[src/rtl/mcu_sched_pkg.sv]
// Shared encodings for the MCU scheduler: chroma modes, FSM states, MCU sizes
// and the picture-to-MCU-grid helper.
package mcu_sched_pkg;

  typedef enum logic [1:0] {
    MODE_444     = 2'd0,
    MODE_422     = 2'd1,
    MODE_420     = 2'd2,
    MODE_444_ALT = 2'd3
  } mode_e;

  typedef enum logic [1:0] {
    ST_IDLE  = 2'd0,
    ST_ARMED = 2'd1,
    ST_BUSY  = 2'd2
  } state_e;

  localparam int unsigned MCU_BLK_LOG2 = 3;  // 8-pixel MCU edge
  localparam int unsigned MCU_DBL_LOG2 = 4;  // 16-pixel MCU edge

  // Number of MCUs needed to cover pix samples, rounding partial MCUs up.
  function automatic int unsigned mcu_span(input int unsigned pix, input logic dbl);
    if (dbl) return (pix + (32'd1 << MCU_DBL_LOG2) - 32'd1) >> MCU_DBL_LOG2;
    return (pix + (32'd1 << MCU_BLK_LOG2) - 32'd1) >> MCU_BLK_LOG2;
  endfunction

endpackage

[src/rtl/mcu_sched_sat_updown_cnt.sv]
// Saturating up/down counter in 0..MAX; err flags an increment at MAX or a
// decrement at 0 (the count is left unchanged in both cases).
module sat_updown_cnt #(
  parameter int MAX = 2,
  parameter int W   = $clog2(MAX + 1)
) (
  input  logic         clk,
  input  logic         rst,
  input  logic         clr,
  input  logic         inc,
  input  logic         dec,
  output logic [W-1:0] cnt,
  output logic         err
);

  logic full, empty;

  assign full  = (cnt == W'(MAX));
  assign empty = (cnt == '0);
  assign err   = ~clr & ((inc & ~dec & full) | (dec & ~inc & empty));

  always_ff @(posedge clk or posedge rst) begin
    if (rst)                        cnt <= '0;
    else if (clr)                   cnt <= '0;
    else if (inc & ~dec & ~full)    cnt <= cnt + W'(1);
    else if (dec & ~inc & ~empty)   cnt <= cnt - W'(1);
  end

endmodule

[src/rtl/mcu_sched.sv]
// MCU dispatcher between camera row buffers, the fdct and the entropy encoder.
// Define MCU_SCHED_STATS_EN to add stall_cycles_o / mcu_count_o statistics.
module mcu_sched
  import mcu_sched_pkg::*;
#(
  parameter int W_PW       = 12,
  parameter int W_PH       = 12,
  parameter int NUM_ROWBUF = 2,
  parameter int EE_SLOTS   = 8,
  localparam int RBW       = (NUM_ROWBUF > 1) ? $clog2(NUM_ROWBUF) : 1
) (
  input  logic              clk,
  input  logic              rst,
  input  logic              frame_start_i,
  input  logic [W_PW-1:0]   pic_width_i,
  input  logic [W_PH-1:0]   pic_height_i,
  input  logic [1:0]        mode_i,
  input  logic              row_ready_i,
  input  logic              done_i,
  input  logic              slot_free_i,
  output logic              go_o,
  output logic [W_PW-4:0]   mcu_col_o,
  output logic [W_PH-4:0]   mcu_row_o,
  output logic [RBW-1:0]    rowbuf_id_o,
  output logic              last_in_row_o,
  output logic              last_in_pic_o,
  output logic              row_release_o,
  output logic              frame_done_o,
  output logic              busy_o,
  output logic              err_too_fast_o,
  output logic              err_credit_o
`ifdef MCU_SCHED_STATS_EN
  ,
  output logic [15:0]       stall_cycles_o,
  output logic [W_PW+W_PH-7:0] mcu_count_o
`endif
);

  localparam int CW = W_PW - 3;
  localparam int RW = W_PH - 3;
  localparam int MW = W_PW - 2;
  localparam int HW = W_PH - 2;
  localparam int AW = $clog2(NUM_ROWBUF + 1);
  localparam int EW = $clog2(EE_SLOTS + 1);

  state_e         state;
  logic [MW-1:0]  mcus_w;
  logic [HW-1:0]  mcus_h;
  logic [CW-1:0]  col;
  logic [RW-1:0]  row;
  logic [RBW-1:0] rb_id;
  logic [AW-1:0]  rows_avail;
  logic [EW-1:0]  ee_used;
  logic           rows_err, ee_err;
  logic           last_col, last_row, rows_ok, can_go, ready_inc, dbl_w, dbl_h;
  mode_e          mode;

  assign mode     = mode_e'(mode_i);
  assign dbl_w    = (mode == MODE_422) || (mode == MODE_420);
  assign dbl_h    = (mode == MODE_420);
  assign last_col = (MW'(col) == mcus_w - MW'(1));
  assign last_row = (HW'(row) == mcus_h - HW'(1));
  assign busy_o   = (state != ST_IDLE);

  // A release pulse still counts in rows_avail this cycle; don't dispatch
  // into the row that was just handed back to the camera.
  assign rows_ok   = row_release_o ? (rows_avail > AW'(1)) : (rows_avail != '0);
  assign can_go    = (state == ST_ARMED) & rows_ok & (ee_used < EW'(EE_SLOTS)) & ~frame_start_i;
  assign ready_inc = row_ready_i & (state != ST_IDLE) & ~frame_start_i;

  sat_updown_cnt #(.MAX(NUM_ROWBUF)) u_rows (
    .clk(clk), .rst(rst), .clr(frame_start_i),
    .inc(ready_inc), .dec(row_release_o),
    .cnt(rows_avail), .err(rows_err)
  );

  sat_updown_cnt #(.MAX(EE_SLOTS)) u_ee (
    .clk(clk), .rst(rst), .clr(1'b0),
    .inc(go_o), .dec(slot_free_i),
    .cnt(ee_used), .err(ee_err)
  );

  always_ff @(posedge clk or posedge rst) begin
    if (rst) begin
      state          <= ST_IDLE;
      mcus_w         <= '0;
      mcus_h         <= '0;
      col            <= '0;
      row            <= '0;
      rb_id          <= '0;
      go_o           <= 1'b0;
      mcu_col_o      <= '0;
      mcu_row_o      <= '0;
      rowbuf_id_o    <= '0;
      last_in_row_o  <= 1'b0;
      last_in_pic_o  <= 1'b0;
      row_release_o  <= 1'b0;
      frame_done_o   <= 1'b0;
      err_too_fast_o <= 1'b0;
      err_credit_o   <= 1'b0;
    end else begin
      go_o          <= 1'b0;
      row_release_o <= 1'b0;
      frame_done_o  <= 1'b0;
      if (rows_err) err_too_fast_o <= 1'b1;
      if (ee_err)   err_credit_o   <= 1'b1;
      if (frame_start_i) begin
        mcus_w         <= MW'(mcu_span(32'(pic_width_i), dbl_w));
        mcus_h         <= HW'(mcu_span(32'(pic_height_i), dbl_h));
        col            <= '0;
        row            <= '0;
        rb_id          <= '0;
        err_too_fast_o <= 1'b0;
        err_credit_o   <= 1'b0;
        state          <= ST_ARMED;
      end else begin
        case (state)
          ST_ARMED: if (can_go) begin
            go_o          <= 1'b1;
            mcu_col_o     <= col;
            mcu_row_o     <= row;
            rowbuf_id_o   <= rb_id;
            last_in_row_o <= last_col;
            last_in_pic_o <= last_col & last_row;
            state         <= ST_BUSY;
          end
          ST_BUSY: if (done_i) begin
            if (last_col) begin
              col           <= '0;
              row           <= row + RW'(1);
              rb_id         <= (rb_id == RBW'(NUM_ROWBUF - 1)) ? '0 : rb_id + RBW'(1);
              row_release_o <= 1'b1;
            end else begin
              col <= col + CW'(1);
            end
            if (last_col & last_row) begin
              frame_done_o <= 1'b1;
              state        <= ST_IDLE;
            end else begin
              state <= ST_ARMED;
            end
          end
          default: ;
        endcase
      end
    end
  end

`ifdef MCU_SCHED_STATS_EN
  always_ff @(posedge clk or posedge rst) begin
    if (rst) begin
      stall_cycles_o <= '0;
      mcu_count_o    <= '0;
    end else if (frame_start_i) begin
      stall_cycles_o <= '0;
      mcu_count_o    <= '0;
    end else begin
      if ((state == ST_ARMED) && (rows_avail != '0) && (ee_used == EW'(EE_SLOTS)) &&
          (stall_cycles_o != 16'hFFFF))
        stall_cycles_o <= stall_cycles_o + 16'd1;
      if (go_o) mcu_count_o <= mcu_count_o + 1'b1;
    end
  end
`endif

endmodule

[config.mk]
export PLATFORM = sky130hd
export DESIGN_NAME = mcu_sched
export DESIGN_NICKNAME = d
export VERILOG_FILES = /design/src/rtl/mcu_sched_pkg.sv /design/src/rtl/mcu_sched_sat_updown_cnt.sv /design/src/rtl/mcu_sched.sv
export SDC_FILE = /design/constraint.sdc
export NUM_CORES = 1
export LEC_CHECK = 0
export CORE_MARGIN = 5
export CORE_UTILIZATION = 40
export CTS_CLUSTER_SIZE = 10
export DETAILED_ROUTE_END_ITERATION = 16
export MAX_ROUTING_LAYER = met4
export PLACE_DENSITY = 0.58
export SLEW_MARGIN = 20
export SYNTH_ARGS = -nofsm -noshare
export SYNTH_HDL_FRONTEND = slang
export SYNTH_SLANG_ARGS = --single-unit
[constraint.sdc]
create_clock -name clk -period 4.3 [get_ports clk]
set_input_delay 1.29 -clock clk [delete_from_list [all_inputs] [get_ports clk]]
set_output_delay 1.29 -clock clk [all_outputs]
set_load 0.05 [all_outputs]
==> flow_metrics.py, run 1 <==
metrics = {
    "status": {
        "status": "finished clean",
    },
    "cts": {
        "postCtsHoldBufs": 0,
        "clkTransAtPathRegs_ns": 0.05,
        "clk_latency_ns": 0.33,
        "cts_root_buffer": "clkbuf_16",
        "post_cts_buffers": 0,
        "numCtsBuffers": 9,
        "cts_tree": "done",
        "htree_levels": 3,
        "clkSinkCount": 73,
        "cts_resized": 0,
        "clockBufferDepth": 2,
    },
    "logic_synthesis": {
        "synthFlopType": "dfrtp_1",
        "synth_area_um2": 4880,
        "syn_nets": 598,
        "synth_top_area_cell": "dfrtp_1",
        "synthTopCellsByCount": "dfrtp_1 (73), nor2_1 (53), nand2_1 (45)",
        "synth_edf_count": 0,
        "yosys-top-cells-area": "dfrtp_1 (37%), mux2_2 (6.7%), xnor2_1 (4.3%), nor2_1 (4.1%), nand2_1 (3.5%)",
        "yosys_warnings": 0,
        "synth_seq_area_share_pct": 37.4,
        "async_reset_ff_share_pct": 100,
        "syn_area_per_cell_um2": 8.79,
        "syn-instance-count": 555,
        "synth-seq-cells": 73,
        "ys_types": 71,
        "synth_top_area_share_pct": 37.4,
        "synth_most_common_cell": "dfrtp_1",
    },
    "timing": {
        "hold_viol": 0,
        "min_period_ns": 3.21,
        "max-slew-margin-rel_pct": 46.4,
        "fin_crit_sh_pct": 74.6,
        "drv_slew": 0,
        "worst_slew_pin_slew_ns": 0.798,
        "finalClockSkew_ns": 0.00777,
        "finalSetupViolCount": 0,
        "clock.fmax_mhz": 312,
        "tns_ns": 0,
        "rsz0062_at_grt": "false",
    },
    "detailed_routing": {
        "dr.pass1.iters": 5,
        "drt_iter0_drc": 205,
        "vias": 4047,
        "drc": 0,
        "ant_nets": 0,
        "drt-total-wl_um": 10600,
        "viasPerCell": 5.46,
        "wire_per_inst_um": 14.3,
    },
    "cells_and_area": {
        "fillers": 1158,
        "area_growth_pct": 18.8,
        "nets": 634,
        "diodes": 0,
        "drive_gt1_share_pct": 12.3,
        "final_util_pct": 48.3,
    },
    "setup_path": {
        "worst_path_most_repeated_cell": "a21oi_1",
        "cp_max_fo": 21,
        "reg2reg_from": "mcus_w[0]",
        "max_stage_delay_ns": 0.67,
        "path_cells": "clkdlybuf4s50_1 > inv_1 > ha_1 > and2_1 > a21oi_1 > a21oi_1 > a21oi_1 > mux2_2",
        "worstReg2RegEnd": "row[3]",
        "critPathRequiredTime_ns": 4.51,
        "start_kind": "input port",
        "end_kind": "register",
        "ff2ff_path_depth": 9,
        "crit_arrival_ns": 3.42,
        "path_class": "input port to register",
        "slowest_stage": "ha_1",
        "reg2reg_slack_ns": 1.27,
    },
    "pwr": {
        "p_switching_w": 0.000590,
        "finalPower_w": 0.00194,
        "power_density_nw_per_um2": 335,
        "p_int_w": 0.00135,
        "p_leak_nw": 2.40,
        "seq_power_share_pct": 41.9,
        "p_comb_share_pct": 23.2,
        "peakVddDrop_mv": 0.218,
        "netSwitchingFraction_pct": 30.3,
        "clkPwrFrac_pct": 34.9,
    },
    "job": {
        "maxCapViolCount": 0,
    },
    "global_route": {
        "grt_pass1_wl_um": 18100,
        "grt_start_max_net_pins": 74,
        "grt_pass1_vias": 3805,
        "grt_usage_pct": 15.4,
        "gr-total-overflow": 0,
        "antenna_found_initial": 0,
    },
    "hold_path": {
        "hold_start": "rowbuf_id_o",
        "hold_path_end": "rowbuf_id_o",
        "hold_class": "register to register",
        "hold_depth": 2,
    },
    "floorplan": {
        "die-area_um2": 14500,
        "fp-row-count": 40,
        "start_util_pct": 40.6,
        "die_h_um": 120,
        "ios": 59,
        "core-area_um2": 12000,
        "die_w_um": 120,
    },
    "placement": {
        "place_congestion": 0.836,
        "hpwl_um": 7770,
        "io_buffers": 58,
    },
}
worst max-delay path, delay by kind of cell:
kind | cells | cell delay (ns)
fa+ha+maj | 1 | 0.67
buf+inv | 2 | 0.49
mux | 1 | 0.28
simple gates | 1 | 0.40
compound gates | 3 | 0.27
cells in the final DEF, fill, tap and decap left out, drive strengths merged, types with 3 or more instances in the layout:
| cell | instances |
|---|---|
| nand2b | 7 |
| mux2i | 5 |
| o211ai | 9 |
| o22ai | 3 |
| a31oi | 5 |
| and2 | 3 |
| xnor2 | 24 |
| a21oi | 33 |
| nor3b | 3 |
| o31ai | 4 |
| buf | 6 |
| o221ai | 5 |
| ha | 10 |
| nor4 | 4 |
| a21o | 3 |
| o21ai | 35 |
| nand3 | 20 |
| xor2 | 12 |
| or3 | 8 |
| clkdlybuf4s50 | 57 |
| mux2 | 30 |
| a211o | 4 |
| dfrtp | 73 |
| a31o | 4 |
| or2 | 5 |
| nor3 | 23 |
| nor2 | 53 |
| a211oi | 6 |
| inv | 28 |
| clkbuf | 11 |
| nand4 | 11 |
| or4 | 4 |
| nand2 | 46 |
| nor2b | 8 |
sequential cells by signal, summed over array words and instances (netlist names), 2 cells and up:
register    count
col             9
mcus_w         10
mcus_h         10
u_rows.cnt      2
row             9
state           2
u_ee.cnt        4
mcu_row_o       9
mcu_col_o       9
power by group through the flow:
stage | logic (W) | registers, W | clock network (W)
finish | 0.000451 | 0.000816 | 0.000678
CTS | 0.000456 | 0.000816 | 0.000700
detailed placement | 0.000453 | 0.000828 | 0
floorplan | 0.000349 | 0.000809 | 0
global route | 0.000506 | 0.000826 | 0.000729
global placement | 0.000440 | 0.000824 | 0
final cells by class:
class	instances	area, µm²	area share, %
clock inverters	3	17.5	0.302
repair buffers	63	626	10.8
flip-flops and latches	73	1830	31.5
clock buffers	11	253	4.36
inverters	28	105	1.81
well taps	147	184	3.17
multi-input cells	416	2790	48.1
logic make-up (layout without fill, tap and decap cells):
logic type / count (synthesis) / count (layout) / synth area share [%]
simple gates: 205 / 205 / 21.8
mux: 35 / 35 / 8.02
flops: 73 / 73 / 37.4
buf+inv: 66 / 105 / 5.49
compound gates: 129 / 129 / 17.9
xor+xnor: 36 / 36 / 6.46
fa+ha+maj: 11 / 11 / 2.97
through the flow:
stage                     cells  cell area, µm²  hold WS [ns]  setup slack [ns]
after floorplan             555            4880         0.460              1.16
after global placement      727            5530         0.471             0.820
after detailed placement    727            5530         0.494             0.760
after CTS                   741            5800         0.505              1.10
after global routing        741            5800         0.514             0.942
final                       741            5800         0.498              1.09
worst max path at each step:
stage / startpoint / depth (start not counted) / to
2_1_floorplan: rst / 1 / col[0]
3_3_place_gp: mode_i[0] / 8 / mcus_w[2]
3_5_place_dp: mode_i[0] / 8 / mcus_w[2]
4_1_cts: mode_i[0] / 8 / mcus_w[2]
5_1_grt: mode_i[0] / 8 / mcus_w[2]
6_report: mode_i[0] / 8 / mcus_w[2]
layer usage:
layer,vias to the layer above,part of all wire [%],GRT usage (%)
met3,13,4.9,3.04
met2,100,45,24.0
met5,-,0,-
li1,2050,-,-
met1,1884,49,20.4
met4,0,1.5,5.03
Power figures use the tool's default switching activity.
==> inputs of run 2 (changes only) <==
==> constraint.sdc (replaced) <==
create_clock -name clk -period 3.02 [get_ports clk]
set_input_delay 0.906 -clock clk [delete_from_list [all_inputs] [get_ports clk]]
set_output_delay 0.906 -clock clk [all_outputs]
set_load 0.05 [all_outputs]
==> flow_metrics.py, run 2 (synthesized netlist as in run 1, its figures left out) <==
metrics = {
    "timing": {
        "worst_slew_pin_slew_ns": 0.715,
        "min_period_ns": 2.69,
        "rsz0062_at_grt": "false",
        "worst_slack_ns": 0.328,
        "finalClockSkew_ns": 0.00467,
        "hold_viol": 0,
        "drv_slew": 0,
        "max-slew-margin-rel_pct": 52.0,
        "tns_ns": 0,
        "clock.fmax_mhz": 371,
        "fin_crit_sh_pct": 89.2,
        "finalSetupViolCount": 0,
        "fin_hold_ws_ns": 0.485,
    },
    "floorplan": {
        "die-area_um2": 14500,
        "die_w_um": 120,
        "start_util_pct": 40.6,
        "fp-row-count": 40,
        "die_h_um": 120,
        "core-area_um2": 12000,
        "ios": 59,
    },
    "detailed_routing": {
        "ant_nets": 0,
        "vias": 4136,
        "drt_iter0_drc": 195,
        "drt-total-wl_um": 10900,
        "drc": 0,
        "wire_per_inst_um": 14.4,
        "dr.pass1.iters": 4,
        "viasPerCell": 5.46,
    },
    "cells_and_area": {
        "fin_area_um2": 5970,
        "drive_gt1_share_pct": 14.6,
        "area_growth_pct": 22.4,
        "final_common_cell": "dfrtp_1",
        "largestRegisters": "mcus_h x10, mcus_w x10",
        "nets": 648,
        "layout_common_cells": "dfrtp_1 (73), clkdlybuf4s50_1 (57), nor2_1 (53)",
        "diodes": 0,
    },
    "hold_path": {
        "hold_class": "register to register",
    },
    "pwr": {
        "netSwitchingFraction_pct": 29.2,
        "clkPwrFrac_pct": 38.4,
        "p_switching_w": 0.000864,
        "seq_power_share_pct": 39.1,
        "peakVddDrop_mv": 0.315,
        "finalPower_w": 0.00296,
        "power_density_nw_per_um2": 496,
        "p_leak_nw": 2.50,
        "p_comb_share_pct": 22.5,
        "p_int_w": 0.00210,
    },
    "global_route": {
        "gr-total-overflow": 0,
        "grt_pass1_wl_um": 19400,
        "grt_pass1_vias": 4080,
        "grt_start_max_net_pins": 39,
        "grt_usage_pct": 16.6,
        "antenna_found_initial": 0,
    },
    "placement": {
        "pre_cts_slack_ns": 0.103,
        "io_buffers": 58,
        "place_congestion": 0.833,
        "placed_area_um2": 5650,
        "hpwl_um": 8100,
    },
    "setup_path": {
        "start_kind": "register",
        "path_class": "register to output pin",
        "max_stage_delay_ns": 0.71,
        "path_cells": "or2_2 > clkdlybuf4s50_1",
        "critPathRequiredTime_ns": 2.11,
        "cp_max_fo": 6,
        "slowest_stage": "clkdlybuf4s50_1",
        "end_kind": "output pin",
        "crit_arrival_ns": 1.79,
    },
    "cts": {
        "cts_resized": 0,
        "clk_latency_ns": 0.33,
        "cts_tree": "done",
        "clockBufferDepth": 2,
        "clkSinkCount": 73,
        "cts_root_buffer": "clkbuf_16",
        "postCtsHoldBufs": 0,
        "htree_levels": 3,
        "clkTransAtPathRegs_ns": 0.06,
        "numCtsBuffers": 9,
        "post_cts_buffers": 0,
    },
    "status": {
        "status": "finished clean",
    },
    "job": {
        "maxCapViolCount": 0,
    },
}
-- run 2: cell types whose count changed in the layout (fill, tap and decap cells not counted), sizes merged --
cell,delta
clkinvlp,-1
buf,+14
bufinv,+2
clkinv,+1
-- run 2: final cells by class --
class	count	area [µm²]
clock inverter	5	78.8
fill	1135	6040
multi-input combinational	416	2790
inverter	28	105
clock buffer	11	243
timing repair buffer	77	743
tap	147	184
sequential	73	1830
-- run 2: final timing paths --
check / start / end / slack (ns) / cells after the start
max reg2reg: mcus_w[1] / state[0] / 0.35 / 10
max: state[0] / busy_o / 0.33 / 2
min in group asynchronous: rst / u_ee.cnt[1] / 0.92 / 2
max in group asynchronous: rst / mcu_row_o[3] / 1.49 / 3
min: last_in_pic_o / last_in_pic_o / 0.49 / 2
min reg2reg: last_in_pic_o / last_in_pic_o / 0.49 / 2
-- run 2: worst max-delay path: cells and delay by family, from the launching register on --
family                 cells  cell delay, ns
buffers and inverters      1            0.71
and+or+nand+nor            1            0.32
DFF                        1            0.43
-- run 2: power by group through the flow --
stage | Clock [W] | Sequential [W] | Combinational, W
3_3_place_gp | 0 | 0.00117 | 0.000649
3_5_place_dp | 0 | 0.00117 | 0.000669
5_1_grt | 0.00122 | 0.00118 | 0.000758
4_1_cts | 0.00118 | 0.00116 | 0.000673
2_1_floorplan | 0 | 0.00115 | 0.000497
6_report | 0.00114 | 0.00116 | 0.000665
-- run 2: through the flow --
step,instances,utilization (%)
2_1_floorplan,555,-
3_3_place_gp,741,47.0
3_5_place_dp,741,47.0
4_1_cts,757,49.7
5_1_grt,757,49.7
6_report,757,49.7
-- run 2: per-layer routing --
| metal | global-route usage, % | wire length [µm] |
|---|---|---|
| met1 | 21.8 | 5370 |
| met2 | 26.3 | 5040 |
| met3 | 2.67 | 389 |
| met4 | 5.67 | 93 |
| met5 | - | 0 |
==> inputs of run 3 (changes only) <==
--- a/config.mk
+++ b/config.mk
@@ -5,13 +5,15 @@
 export SDC_FILE = /design/constraint.sdc
 export NUM_CORES = 1
 export LEC_CHECK = 0
+export CORE_ASPECT_RATIO = 1.1
 export CORE_MARGIN = 5
 export CORE_UTILIZATION = 40
+export CTS_CLUSTER_DIAMETER = 30
 export CTS_CLUSTER_SIZE = 10
 export DETAILED_ROUTE_END_ITERATION = 16
 export MAX_ROUTING_LAYER = met4
 export PLACE_DENSITY = 0.58
-export SLEW_MARGIN = 20
+export SLEW_MARGIN = 10
 export SYNTH_ARGS = -nofsm -noshare
 export SYNTH_HDL_FRONTEND = slang
 export SYNTH_SLANG_ARGS = --single-unit
==> flow_metrics.py, run 3 (synthesized netlist as in run 1, its figures left out) <==
metrics = {
    "setup_path": {
        "worstReg2RegEnd": "state[0]",
        "ff2ff_path_depth": 10,
        "cp_max_fo": 6,
        "critPathRequiredTime_ns": 3.24,
        "reg2reg_slack_ns": 0.28,
        "start_kind": "register",
        "crit_arrival_ns": 2.97,
        "end_kind": "register",
        "reg2reg_from": "mcus_w[1]",
        "path_class": "register to register",
    },
    "detailed_routing": {
        "drc": 0,
        "wire_per_inst_um": 14.3,
        "viasPerCell": 5.43,
        "ant_nets": 0,
        "vias": 4142,
        "dr.pass1.iters": 4,
        "drt_iter0_drc": 228,
        "drt-total-wl_um": 10900,
    },
    "cts": {
        "clkSinkCount": 73,
        "cts_root_buffer": "clkbuf_16",
        "postCtsHoldBufs": 0,
        "cts_resized": 0,
        "post_cts_buffers": 0,
        "clkTransAtPathRegs_ns": 0.05,
        "htree_levels": 3,
        "numCtsBuffers": 9,
        "clk_latency_ns": 0.33,
        "cts_tree": "done",
        "clockBufferDepth": 2,
    },
    "timing": {
        "hold_viol": 0,
        "worst_slew_pin_slew_ns": 0.711,
        "tns_ns": 0,
        "drv_slew": 0,
        "clock.fmax_mhz": 365,
        "min_period_ns": 2.74,
        "max-slew-margin-rel_pct": 52.2,
        "finalClockSkew_ns": 0.00492,
        "fin_hold_ws_ns": 0.487,
        "fin_crit_sh_pct": 90.7,
        "rsz0062_at_grt": "false",
        "finalSetupViolCount": 0,
    },
    "cells_and_area": {
        "final_util_pct": 49.5,
        "nets": 649,
        "multiInputGateArea_um2": 2790,
        "final_common_cell": "dfrtp_1",
        "fillers": 1150,
        "diodes": 0,
        "layout_common_cells": "dfrtp_1 (73), clkdlybuf4s50_1 (57), nor2_1 (53)",
        "seqCellArea_um2": 1830,
        "drive_gt1_share_pct": 14.4,
        "area_growth_pct": 21.5,
        "fin_area_um2": 5930,
        "largestRegisters": "mcus_h x10, mcus_w x10",
    },
    "placement": {
        "io_buffers": 58,
        "place_congestion": 0.827,
        "hpwl_um": 8220,
        "placed_area_um2": 5660,
    },
    "pwr": {
        "power_density_nw_per_um2": 471,
        "p_leak_nw": 2.48,
        "peakVddDrop_mv": 0.283,
        "netSwitchingFraction_pct": 30.3,
        "clkPwrFrac_pct": 34.6,
        "p_switching_w": 0.000847,
        "p_comb_share_pct": 24.0,
        "seq_power_share_pct": 41.4,
        "p_int_w": 0.00195,
    },
    "hold_path": {
        "hold_class": "register to register",
        "hold_start": "last_in_pic_o",
        "hold_depth": 2,
        "hold_path_end": "last_in_pic_o",
    },
    "job": {
        "maxCapViolCount": 0,
    },
    "floorplan": {
        "die-area_um2": 14500,
        "ios": 59,
        "die_h_um": 126,
        "core-area_um2": 12000,
        "fp-row-count": 42,
        "start_util_pct": 40.7,
        "die_w_um": 115,
    },
    "global_route": {
        "gr-total-overflow": 0,
        "grt_start_max_net_pins": 38,
        "grt_pass1_wl_um": 19300,
        "antenna_found_initial": 0,
        "grt_usage_pct": 16.3,
        "grt_pass1_vias": 4152,
    },
    "status": {
        "status": "finished clean",
    },
}
==> run 3: cell types whose count changed in the layout (fill, tap and decap cells not counted), sizes merged <==
cell      before  now
bufinv         2    0
clkinv         3    2
buf           20   21
clkinvlp       0    1
==> run 3: power by group through the flow <==
stage                     clock network (W)  logic, W  registers [W]
final                              0.000966  0.000671        0.00116
after floorplan                           0  0.000497        0.00115
after detailed placement                  0  0.000672        0.00117
after CTS                          0.000997  0.000678        0.00116
after global routing                0.00104  0.000754        0.00117
after global placement                    0  0.000655        0.00117
==> run 3: metal layers <==
layer	share of wire, %	vias up	wire [µm]	track usage (%)
met4	2.3	0	247	6.77
met1	48	1966	5250	21.0
met2	46	78	5020	25.1
met5	0	-	0	-
met3	3.9	18	424	2.88
li1	-	2080	-	-
==> run 3: final cells by class <==
class / count / area share, %
Multi-Input combinational cell: 416 / 47.0
Inverter: 28 / 1.77
Clock inverter: 3 / 0.295
Timing Repair Buffer: 78 / 12.7
Sequential cell: 73 / 30.8
Clock buffer: 11 / 4.26
Tap cell: 154 / 3.25
==> run 3: worst max-delay path by stage <==
stage	startpoint	to	slack, ns	cells past startpoint
6_report	mcus_w[1]	state[0]	0.28	10
5_1_grt	mcus_w[1]	col[3]	0.02	9
4_1_cts	mcus_w[1]	state[0]	0.26	10
3_5_place_dp	slot_free_i	u_ee.cnt[3]	0.08	9
3_3_place_gp	mode_i[0]	mcus_w[2]	0.17	8
2_1_floorplan	rst	col[0]	0.26	1
==> run 3: stage by stage <==
step / power [W] / instances / setup slack [ns]
after floorplan: 0.00165 / 555 / 0.261
after global routing: 0.00296 / 763 / 0.0226
after detailed placement: 0.00185 / 749 / 0.0771
final: 0.00279 / 763 / 0.279
after CTS: 0.00283 / 763 / 0.265
after global placement: 0.00182 / 749 / 0.173
==> run 3: critical path, stage by stage, from the launching register on <==
cell and delay, ns:
dfrtp_1 0.45, inv_1 0.10, ha_1 0.25, nor3b_1 0.43, and2_1 0.20, a32o_2 0.18
nor2_1 0.05, nor4b_1 0.33, buf_4 0.19, nand4_1 0.20, a21bo_2 0.26
